`src/rtl/tile_compute_engine.sv`:
```
// Tile compute engine: streams A/B operands out of SRAM and writes saturated
// MUL/ADD/SUB/DOT results element by element, in row-major order.
//
//  state | meaning
//  IDLE  | waiting for start; op and bases latched on acceptance
//  READ  | one A/B read pair per cycle, k = 0..L-1
//  DRAIN | accumulate the data returned for the last read
//  WRITE | write sat(acc) to C, then advance to the next element or finish
//  FIN   | done pulse with the sticky saturation flag
module tile_compute_engine #(
    parameter int DW    = 8,
    parameter int N     = 4,
    parameter int K     = 16,
    parameter int AW    = 10,
    parameter int ACC_W = 2*DW + $clog2(K) + 1
) (
    input  logic          clk,
    input  logic          rst_n,
    input  logic          start,
    input  logic [1:0]    op_code,
    input  logic [AW-1:0] base_a,
    input  logic [AW-1:0] base_b,
    input  logic [AW-1:0] base_c,
    output logic [AW-1:0] a_addr,
    output logic [AW-1:0] b_addr,
    input  logic [DW-1:0] a_dout,
    input  logic [DW-1:0] b_dout,
    output logic          c_we,
    output logic [AW-1:0] c_addr,
    output logic [DW-1:0] c_din,
    output logic          busy,
    output logic          done,
    output logic          sat
);

    localparam int KW = (K > 1) ? $clog2(K) : 1;
    localparam int RW = (N > 1) ? $clog2(N) : 1;

    localparam logic [1:0] OP_MUL = 2'd0;
    localparam logic [1:0] OP_ADD = 2'd1;
    localparam logic [1:0] OP_SUB = 2'd2;
    localparam logic [1:0] OP_DOT = 2'd3;

    localparam logic signed [ACC_W-1:0] SMAX = ACC_W'((2**(DW-1)) - 1);
    localparam logic signed [ACC_W-1:0] SMIN = ACC_W'(-(2**(DW-1)));

    typedef enum logic [2:0] {
        S_IDLE,
        S_READ,
        S_DRAIN,
        S_WRITE,
        S_FIN
    } state_t;

    state_t                   state_q, state_d;
    logic [1:0]               op_q, op_d;
    logic [AW-1:0]            base_a_q, base_a_d;
    logic [AW-1:0]            base_b_q, base_b_d;
    logic [AW-1:0]            base_c_q, base_c_d;
    logic [RW-1:0]            r_q, r_d;
    logic [RW-1:0]            c_q, c_d;
    logic [KW-1:0]            k_q, k_d;
    logic signed [ACC_W-1:0]  acc_q, acc_d;
    logic                     sat_acc_q, sat_acc_d;
    logic [AW-1:0]            a_addr_q, a_addr_d;
    logic [AW-1:0]            b_addr_q, b_addr_d;

    // Read address for operand A (is_b=0) or B (is_b=1); sums wrap modulo 2^AW.
    function automatic logic [AW-1:0] rd_addr(
        input logic          is_b,
        input logic [1:0]    op,
        input logic [AW-1:0] base,
        input logic [31:0]   r,
        input logic [31:0]   c,
        input logic [31:0]   k
    );
        logic [31:0] off;
        case (op)
            OP_MUL:  off = is_b ? (k * N + c) : (r * K + k);
            OP_DOT:  off = k;
            default: off = r * N + c;
        endcase
        return base + off[AW-1:0];
    endfunction

    logic signed [DW-1:0]    a_s, b_s;
    logic signed [2*DW-1:0]  prod;
    logic signed [DW:0]      sum_ab, dif_ab;
    logic signed [ACC_W-1:0] step_val;
    logic                    sat_hi, sat_lo;
    logic [KW-1:0]           last_k;
    logic                    last_elem;
    logic [RW-1:0]           r_n, c_n;

    assign a_s    = a_dout;
    assign b_s    = b_dout;
    assign prod   = (2*DW)'(a_s) * (2*DW)'(b_s);
    assign sum_ab = (DW+1)'(a_s) + (DW+1)'(b_s);
    assign dif_ab = (DW+1)'(a_s) - (DW+1)'(b_s);

    always_comb begin
        case (op_q)
            OP_ADD:  step_val = ACC_W'(sum_ab);
            OP_SUB:  step_val = ACC_W'(dif_ab);
            default: step_val = acc_q + ACC_W'(prod);
        endcase
    end

    assign sat_hi    = (acc_q > SMAX);
    assign sat_lo    = (acc_q < SMIN);
    assign last_k    = (op_q == OP_MUL || op_q == OP_DOT) ? KW'(K - 1) : '0;
    assign last_elem = (op_q == OP_DOT) || (r_q == RW'(N - 1) && c_q == RW'(N - 1));
    assign c_n       = (c_q == RW'(N - 1)) ? '0 : c_q + 1'b1;
    assign r_n       = (c_q == RW'(N - 1)) ? r_q + 1'b1 : r_q;

    always_comb begin
        state_d   = state_q;
        op_d      = op_q;
        base_a_d  = base_a_q;
        base_b_d  = base_b_q;
        base_c_d  = base_c_q;
        r_d       = r_q;
        c_d       = c_q;
        k_d       = k_q;
        acc_d     = acc_q;
        sat_acc_d = sat_acc_q;
        a_addr_d  = a_addr_q;
        b_addr_d  = b_addr_q;
        case (state_q)
            S_IDLE: begin
                if (start) begin
                    op_d      = op_code;
                    base_a_d  = base_a;
                    base_b_d  = base_b;
                    base_c_d  = base_c;
                    r_d       = '0;
                    c_d       = '0;
                    k_d       = '0;
                    sat_acc_d = 1'b0;
                    a_addr_d  = rd_addr(1'b0, op_code, base_a, 32'd0, 32'd0, 32'd0);
                    b_addr_d  = rd_addr(1'b1, op_code, base_b, 32'd0, 32'd0, 32'd0);
                    state_d   = S_READ;
                end
            end
            S_READ: begin
                // Data on a_dout/b_dout now belongs to read k-1 (stale at k=0).
                acc_d = (k_q == '0) ? '0 : step_val;
                if (k_q == last_k) begin
                    k_d     = '0;
                    state_d = S_DRAIN;
                end else begin
                    k_d      = k_q + 1'b1;
                    a_addr_d = rd_addr(1'b0, op_q, base_a_q, 32'(r_q), 32'(c_q), 32'(k_q) + 32'd1);
                    b_addr_d = rd_addr(1'b1, op_q, base_b_q, 32'(r_q), 32'(c_q), 32'(k_q) + 32'd1);
                end
            end
            S_DRAIN: begin
                acc_d   = step_val;
                state_d = S_WRITE;
            end
            S_WRITE: begin
                sat_acc_d = sat_acc_q | sat_hi | sat_lo;
                if (last_elem) begin
                    state_d = S_FIN;
                end else begin
                    r_d      = r_n;
                    c_d      = c_n;
                    k_d      = '0;
                    a_addr_d = rd_addr(1'b0, op_q, base_a_q, 32'(r_n), 32'(c_n), 32'd0);
                    b_addr_d = rd_addr(1'b1, op_q, base_b_q, 32'(r_n), 32'(c_n), 32'd0);
                    state_d  = S_READ;
                end
            end
            S_FIN: begin
                state_d = S_IDLE;
            end
            default: begin
                state_d = S_IDLE;
            end
        endcase
    end

    always_ff @(posedge clk or negedge rst_n) begin
        if (!rst_n) begin
            state_q   <= S_IDLE;
            op_q      <= '0;
            base_a_q  <= '0;
            base_b_q  <= '0;
            base_c_q  <= '0;
            r_q       <= '0;
            c_q       <= '0;
            k_q       <= '0;
            acc_q     <= '0;
            sat_acc_q <= 1'b0;
            a_addr_q  <= '0;
            b_addr_q  <= '0;
        end else begin
            state_q   <= state_d;
            op_q      <= op_d;
            base_a_q  <= base_a_d;
            base_b_q  <= base_b_d;
            base_c_q  <= base_c_d;
            r_q       <= r_d;
            c_q       <= c_d;
            k_q       <= k_d;
            acc_q     <= acc_d;
            sat_acc_q <= sat_acc_d;
            a_addr_q  <= a_addr_d;
            b_addr_q  <= b_addr_d;
        end
    end

    assign a_addr = a_addr_q;
    assign b_addr = b_addr_q;
    assign busy   = (state_q == S_READ) || (state_q == S_DRAIN) || (state_q == S_WRITE);
    assign done   = (state_q == S_FIN);
    assign sat    = (state_q == S_FIN) && sat_acc_q;
    assign c_we   = (state_q == S_WRITE);
    assign c_addr = (op_q == OP_DOT) ? base_c_q
                                     : base_c_q + AW'(32'(r_q) * N + 32'(c_q));
    assign c_din  = sat_hi ? {1'b0, {(DW-1){1'b1}}} :
                    sat_lo ? {1'b1, {(DW-1){1'b0}}} : acc_q[DW-1:0];

endmodule

```
`config.mk`:
```
export PLATFORM = sky130hd
export DESIGN_NAME = tile_compute_engine
export DESIGN_NICKNAME = d
export VERILOG_FILES = /design/src/rtl/tile_compute_engine.sv
export SDC_FILE = /design/constraint.sdc
export NUM_CORES = 1
export LEC_CHECK = 0
export ABC_CLOCK_PERIOD_IN_PS = 5030
export CAP_MARGIN = 20
export CORE_AREA = 4 4 240 172
export CTS_CLUSTER_DIAMETER = 200
export CTS_CLUSTER_SIZE = 16
export DETAILED_ROUTE_END_ITERATION = 8
export DIE_AREA = 0 0 244 176
export PLACE_DENSITY = 0.49
export RECOVER_POWER = 100
export SLEW_MARGIN = 20
export SYNTH_ARGS = -nofsm -noshare
export SYNTH_HDL_FRONTEND = slang
export SYNTH_SLANG_ARGS = --single-unit
```
`constraint.sdc`:
```
create_clock -name clk -period 5.03 [get_ports clk]
set_input_delay 1.509 -clock clk [delete_from_list [all_inputs] [get_ports clk]]
set_output_delay 1.509 -clock clk [all_outputs]
set_load 0.01 [all_outputs]
```
==> results.yml, run 1 <==
outcome:
  status: "finished, violations left"
  violations: "max-capacitance violations, max-slew violations, negative setup slack"
layout:
  area_growth_pct: 33.0
  antenna_cells: 0
  stdcell_area_sq_um: 12800
  utilization_pct: 32.9
  layout.nets: 1530
  fillers: 4120
  multi_input_area_sq_um: 7460
  drive_gt1_share_pct: 19.7
  regArea_sq_um: 2130
  final_common_cell: "nand2_1"
  layout_common_cells: "185 x nand2_1, 106 x inv_1, 99 x buf_4"
grt:
  grt_pass1_wl_microns: 47400
  grt_pass1_vias: 8633
  antenna_found_initial: 0
  grt_max_degree: 41
  grt-ovfl-total: 0
  grt_usage_pct: 13.7
die:
  die_h_microns: 176
  core_area_sq_um: 39100
  ios: 93
  start_util_pct: 24.7
  row_count: 61
  dieWidth_microns: 244
  die_area_sq_um: 42900
timing:
  fin_worst_skew_ns: 0.00720
  layout_setup_ws_ns: -0.808
  worstMarginPinSlew_ns: 1.91
  slew_viol_final: 107
  rsz0062_at_grt: "yes"
  fmax_mhz: 171
  whs_ns: 0.483
  hold_violations: 0
  period_share_pct: 116
  finalCriticalPeriod_ns: 5.84
  slew_headroom_pct: -27.6
  finalSetupViolCount: 14
cts:
  cts_tree: "built"
  cts_hold_buf: 0
  clockBufferDepth: 2
  cts_sinks: 85
  h-tree-depth: 3
  clk_latency_ns: 0.35
  clk_pin_slew_ns: 0.06
  cts_inserted_buffers: 9
  cts_root_buf: "clkbuf_16"
setup_path:
  crit_path_max_incr_delay_ns: 0.60
  cp.arrival_ns: 6.08
  cp.required_ns: 5.27
  cp_num_buf_inv: 6
  worstReg2RegStart: "acc_q[6]"
  crit_path_top_delay_cell: "fa_2"
  crit_type: "primary input to register"
  critPathMaxFanout: 4
  cp_top_family: "adder cells"
  critical_path.startpoint_type: "primary input"
  path_cells: "buf_8, buf_6, nand2_4, inv_2, fa_1, inv_2, buf_6, fa_1, inv_2, fa_2, fa_1, ha_4, ha_4, a211oi_4, nor2_2, o41ai_4, a21oi_2, or3_1, a31o_2"
  end_kind: "register"
  cp-startpoint: "a_dout[7]"
drt:
  routedWlPerCell_microns: 15.9
  drc: 0
  drtAntennaViolNets: 0
  drt_pass1_iterations: 5
  wl_microns: 29100
  via_per_inst: 4.54
  drtIter0Drc: 594
  routed-via-count: 8308
placed_design:
  globalplace.congestion: 0.845
  place_area_sq_um: 11900
  hpwlAfterDp_microns: 22900
  port_buffers: 92
yosys:
  synthTopCellsByArea: "dfrtp_1 22%, fa_1 20%, ha_1 12%"
  synth_top_area_cell: "dfrtp_1"
  syn-num-nets: 1342
  yosys_warnings: 0
  ys_ff_latch: 85
  synth_edf_count: 0
  synthDistinctLibCells: 81
  netlist_instances: 1101
  mappedNetlistArea_sq_um: 9660
  synth.avg_cell_area_sq_um: 8.77
  ys_seq_area_share_pct: 22.0
  synth-async-reset-ratio_pct: 100
  synthFlopType: "dfrtp_1"
  synth_top_area_share_pct: 22.0
min_path:
  hold_path_startpoint: "base_b_q[3]"
  hp-class: "register to register"
flow_run:
  cap_violations: 3
## through the flow
step	std cells	setup slack (ns)	setup TNS [ns]
finish	1828	-0.808	-7.85
global route	1828	-0.910	-10.39
global placement	1792	-1.68	-21.27
detailed placement	1792	-1.72	-21.54
floorplan	1101	-0.865	-8.18
CTS	1822	-0.807	-7.95
## registers in the layout, summed over array words and instances (netlist names)
| register | flops |
|---|---|
| base_a_q | 10 |
| op_q | 2 |
| k_q | 4 |
| b_addr | 10 |
| r_q | 2 |
| acc_q | 21 |
| state_q | 3 |
| c_q | 2 |
| sat_acc_q | 1 |
| base_c_q | 10 |
| base_b_q | 10 |
| a_addr | 10 |
## worst register-to-register path, cell delays in order, from the launching register on
cell and delay [ns]:
dfrtp_1 0.37, inv_1 0.11, fa_1 0.54, inv_1 0.05, fa_1 0.52, inv_2 0.05
fa_1 0.52, inv_2 0.04, fa_2 0.34, fa_1 0.56, ha_4 0.22, o21ai_2 0.05
o21bai_1 0.10, or4_4 0.46, a311o_1 0.35, or3_1 0.32, nand4_1 0.09
## layout make-up
| cell class | instances | area share [%] |
|---|---|---|
| clock buffer | 12 | 1.92 |
| clock inverter | 3 | 0.175 |
| inverter | 123 | 3.67 |
| multi-input combinational | 859 | 58.1 |
| sequential | 85 | 16.6 |
| tap | 535 | 5.21 |
| timing repair buffer | 211 | 14.4 |
## final timing paths
check	to	slack (ns)	depth (start not counted)
worst max-delay path	acc_q[20]	-0.81	19
worst min-delay path	base_b_q[3]	0.48	2
worst max register to register	acc_q[19]	0.28	16
worst min register to register	base_b_q[3]	0.48	2
max in group asynchronous	acc_q[9]	1.62	2
min in group asynchronous	b_addr[4]	1.61	1
## repair_timing
| action | in CTS | in global routing |
|---|---|---|
| buffers inserted | 15 | 8 |
| pin swaps | 71 | 74 |
| setup endpoints to repair | 16 | 15 |
| gates resized for setup | 127 | 79 |
## layer usage
metal  global-route usage (%)  vias to the layer above  part of all wire (%)
met5                        0                        -                     0
met4                     1.58                        0                  0.67
met3                     2.17                       19                   3.4
met2                     20.1                      149                    42
met1                     21.7                     4064                    54
li1                         -                     4076                     -
## synth_stat cells (all sizes together), types with 10 or more instances
library cell,instances
nand2,194
inv,122
fa,97
ha,93
dfrtp,85
o21ai,70
nor2,68
a21oi,40
xnor2,27
a21o,24
and2,22
clkbuf,22
nand3,19
xor2,18
nand2b,17
buf,12
nor2b,12
a31oi,11
nor3,11
o211ai,11
nand4,10
## kinds of logic (layout without fill, tap and decap cells)
| logic type | after synthesis | in the layout | synth area share, % |
|---|---|---|---|
| compound gates | 223 | 223 | 15.2 |
| xor+xnor | 45 | 45 | 4.08 |
| fa+ha+maj | 190 | 190 | 32.2 |
| buf+inv | 157 | 349 | 6.47 |
| flops | 85 | 85 | 22.0 |
| mux | 10 | 10 | 1.05 |
| simple gates | 391 | 391 | 19.0 |
Power of run 1 is left out: the tool's default activity adds up to more than one toggle a clock period on the data nets, which glitch-free logic cannot reach.
==> run 2, diff against run 1 <==
CAP_MARGIN = unset   (was 20)
==> results of run 2 <==
No change in the layout: final DEF, timing and power equal those of run 1.
Power of run 2 is left out for the same reason.
==> run 3, diff against run 2 <==
SKIP_LAST_GASP = 1   (was unset)
==> run 3 against run 2 <==
  * The run still ends with max-capacitance violations, max-slew violations, negative setup slack left
  * Count of clock-buffer cells in the layout unchanged
  * Via count shrank 0.26%
  * Cell area down 0.18%
  * Final cell count stayed put
  * Maximum frequency is essentially flat
  * First-iteration DRC count is 5.7% lower
  * Clock skew about the same
  * Utilization down 0.058 points
==> results.yml, run 3 (synthesis results as in run 1) <==
die:
  row_count: 61
  core_area_sq_um: 39100
  die_area_sq_um: 42900
  die_h_microns: 176
  dieWidth_microns: 244
  start_util_pct: 24.7
  ios: 93
cts:
  cts_inserted_buffers: 9
  h-tree-depth: 3
  cts_hold_buf: 0
  cts_tree: "built"
  clk_latency_ns: 0.35
  cts_root_buf: "clkbuf_16"
  clk_pin_slew_ns: 0.06
  clockBufferDepth: 2
  cts_sinks: 85
grt:
  grt-ovfl-total: 0
  grt_pass1_wl_microns: 47400
  antenna_found_initial: 0
  grt_max_degree: 41
  grt_pass1_vias: 8630
  grt_usage_pct: 13.7
drt:
  drtIter0Drc: 560
  via_per_inst: 4.53
  drc: 0
  wl_microns: 29100
  drt_pass1_iterations: 5
  routedWlPerCell_microns: 15.9
  drtAntennaViolNets: 0
  routed-via-count: 8286
min_path:
  min_delay_path_depth: 2
  hold_path_startpoint: "base_b_q[3]"
  worstHoldEndpoint: "base_b_q[3]"
  hp-class: "register to register"
placed_design:
  port_buffers: 92
  hpwlAfterDp_microns: 22900
  globalplace.congestion: 0.845
setup_path:
  crit_path_max_incr_delay_ns: 0.60
  worstReg2RegStart: "acc_q[6]"
  reg2reg_setup_slack_ns: 0.25
  cp.required_ns: 5.27
  critPathMaxFanout: 4
  crit_type: "primary input to register"
  crit_path_top_delay_cell: "fa_2"
  cp.arrival_ns: 6.07
  end_kind: "register"
  critical_path.startpoint_type: "primary input"
  path_cells: "buf_8, buf_6, nand2_4, inv_2, fa_1, inv_2, buf_6, fa_1, inv_2, fa_2, fa_1, ha_4, ha_4, a211oi_4, nor2_2, o41ai_4, a21oi_2, or3_1, a31o_2"
  rr_worst_depth: 17
  r2r_end: "acc_q[16]"
layout:
  area_growth_pct: 32.7
  final_common_cell: "nand2_1"
  antenna_cells: 0
  drive_gt1_share_pct: 19.5
  layout.nets: 1530
  fillers: 4124
  largest_reg_flops: 21
  layout_common_cells: "185 x nand2_1, 106 x inv_1, 100 x buf_4"
  utilization_pct: 32.8
  regMostFlops: "acc_q"
timing:
  period_share_pct: 116
  fmax_mhz: 171
  hold_violations: 0
  slew_headroom_pct: -27.7
  whs_ns: 0.482
  finalSetupViolCount: 14
  layout_setup_ws_ns: -0.803
  worstMarginPinSlew_ns: 1.91
  slew_viol_final: 107
  rsz0062_at_grt: "yes"
  finalCriticalPeriod_ns: 5.83
  fin_worst_skew_ns: 0.00692
outcome:
  status: "finished, violations left"
  violations: "max-capacitance violations, max-slew violations, negative setup slack"
flow_run:
  cap_violations: 3
## run 3: cell counts in the layout (fill, tap and decap cells not counted)
No cell type changed its count.
## run 3: cell type report
cell class                 count  area (sq um)  share of cell area [%]
multi-input combinational    859          7440                    58.1
timing repair buffer         211          1840                    14.3
tap                          535           669                    5.22
sequential                    85          2130                    16.6
inverter                     123           472                    3.68
clock buffer                  12           246                    1.92
clock inverter                 3          22.5                   0.176
## run 3: timing repair
item	in CTS	in global routing
resized for setup	126	75
pin swaps	71	74
buffers inserted	15	8
setup endpoints to repair	16	15
hold endpoints to repair	0	0
## run 3: metrics by stage
stage	setup WS (ns)	instance area, sq um	cells	TNS, ns
floorplan	-0.865	9770	1101	-8.18
global placement	-1.68	11900	1792	-21.27
detailed placement	-1.72	11900	1792	-21.54
CTS	-0.807	12500	1822	-8.00
global route	-0.910	12800	1828	-10.44
finish	-0.803	12800	1828	-7.84
## run 3: critical path: cells and delay by family
| family | cells | cell delay, ns |
|---|---|---|
| buf+inv | 6 | 0.51 |
| simple gates | 3 | 0.51 |
| fa+ha+maj | 6 | 2.63 |
| compound gates | 4 | 0.91 |
## run 3: worst max-delay path by stage
stage,from,endpoint,slack [ns]
after floorplan,a_dout[7],acc_q[16],-0.87
after global placement,a_dout[7],acc_q[20],-1.68
after detailed placement,a_dout[7],acc_q[20],-1.72
after CTS,a_dout[7],acc_q[19],-0.81
after global routing,a_dout[7],acc_q[20],-0.91
final,a_dout[7],acc_q[20],-0.80
## run 3: per-layer routing
| metal | track usage, % | part of all wire, % | wire length (microns) |
|---|---|---|---|
| met1 | 21.7 | 54 | 15700 |
| met2 | 20.1 | 42 | 12200 |
| met3 | 2.17 | 3.4 | 999 |
| met4 | 1.58 | 0.70 | 203 |
| met5 | 0 | 0 | 0 |
Power of run 3 is left out for the same reason.
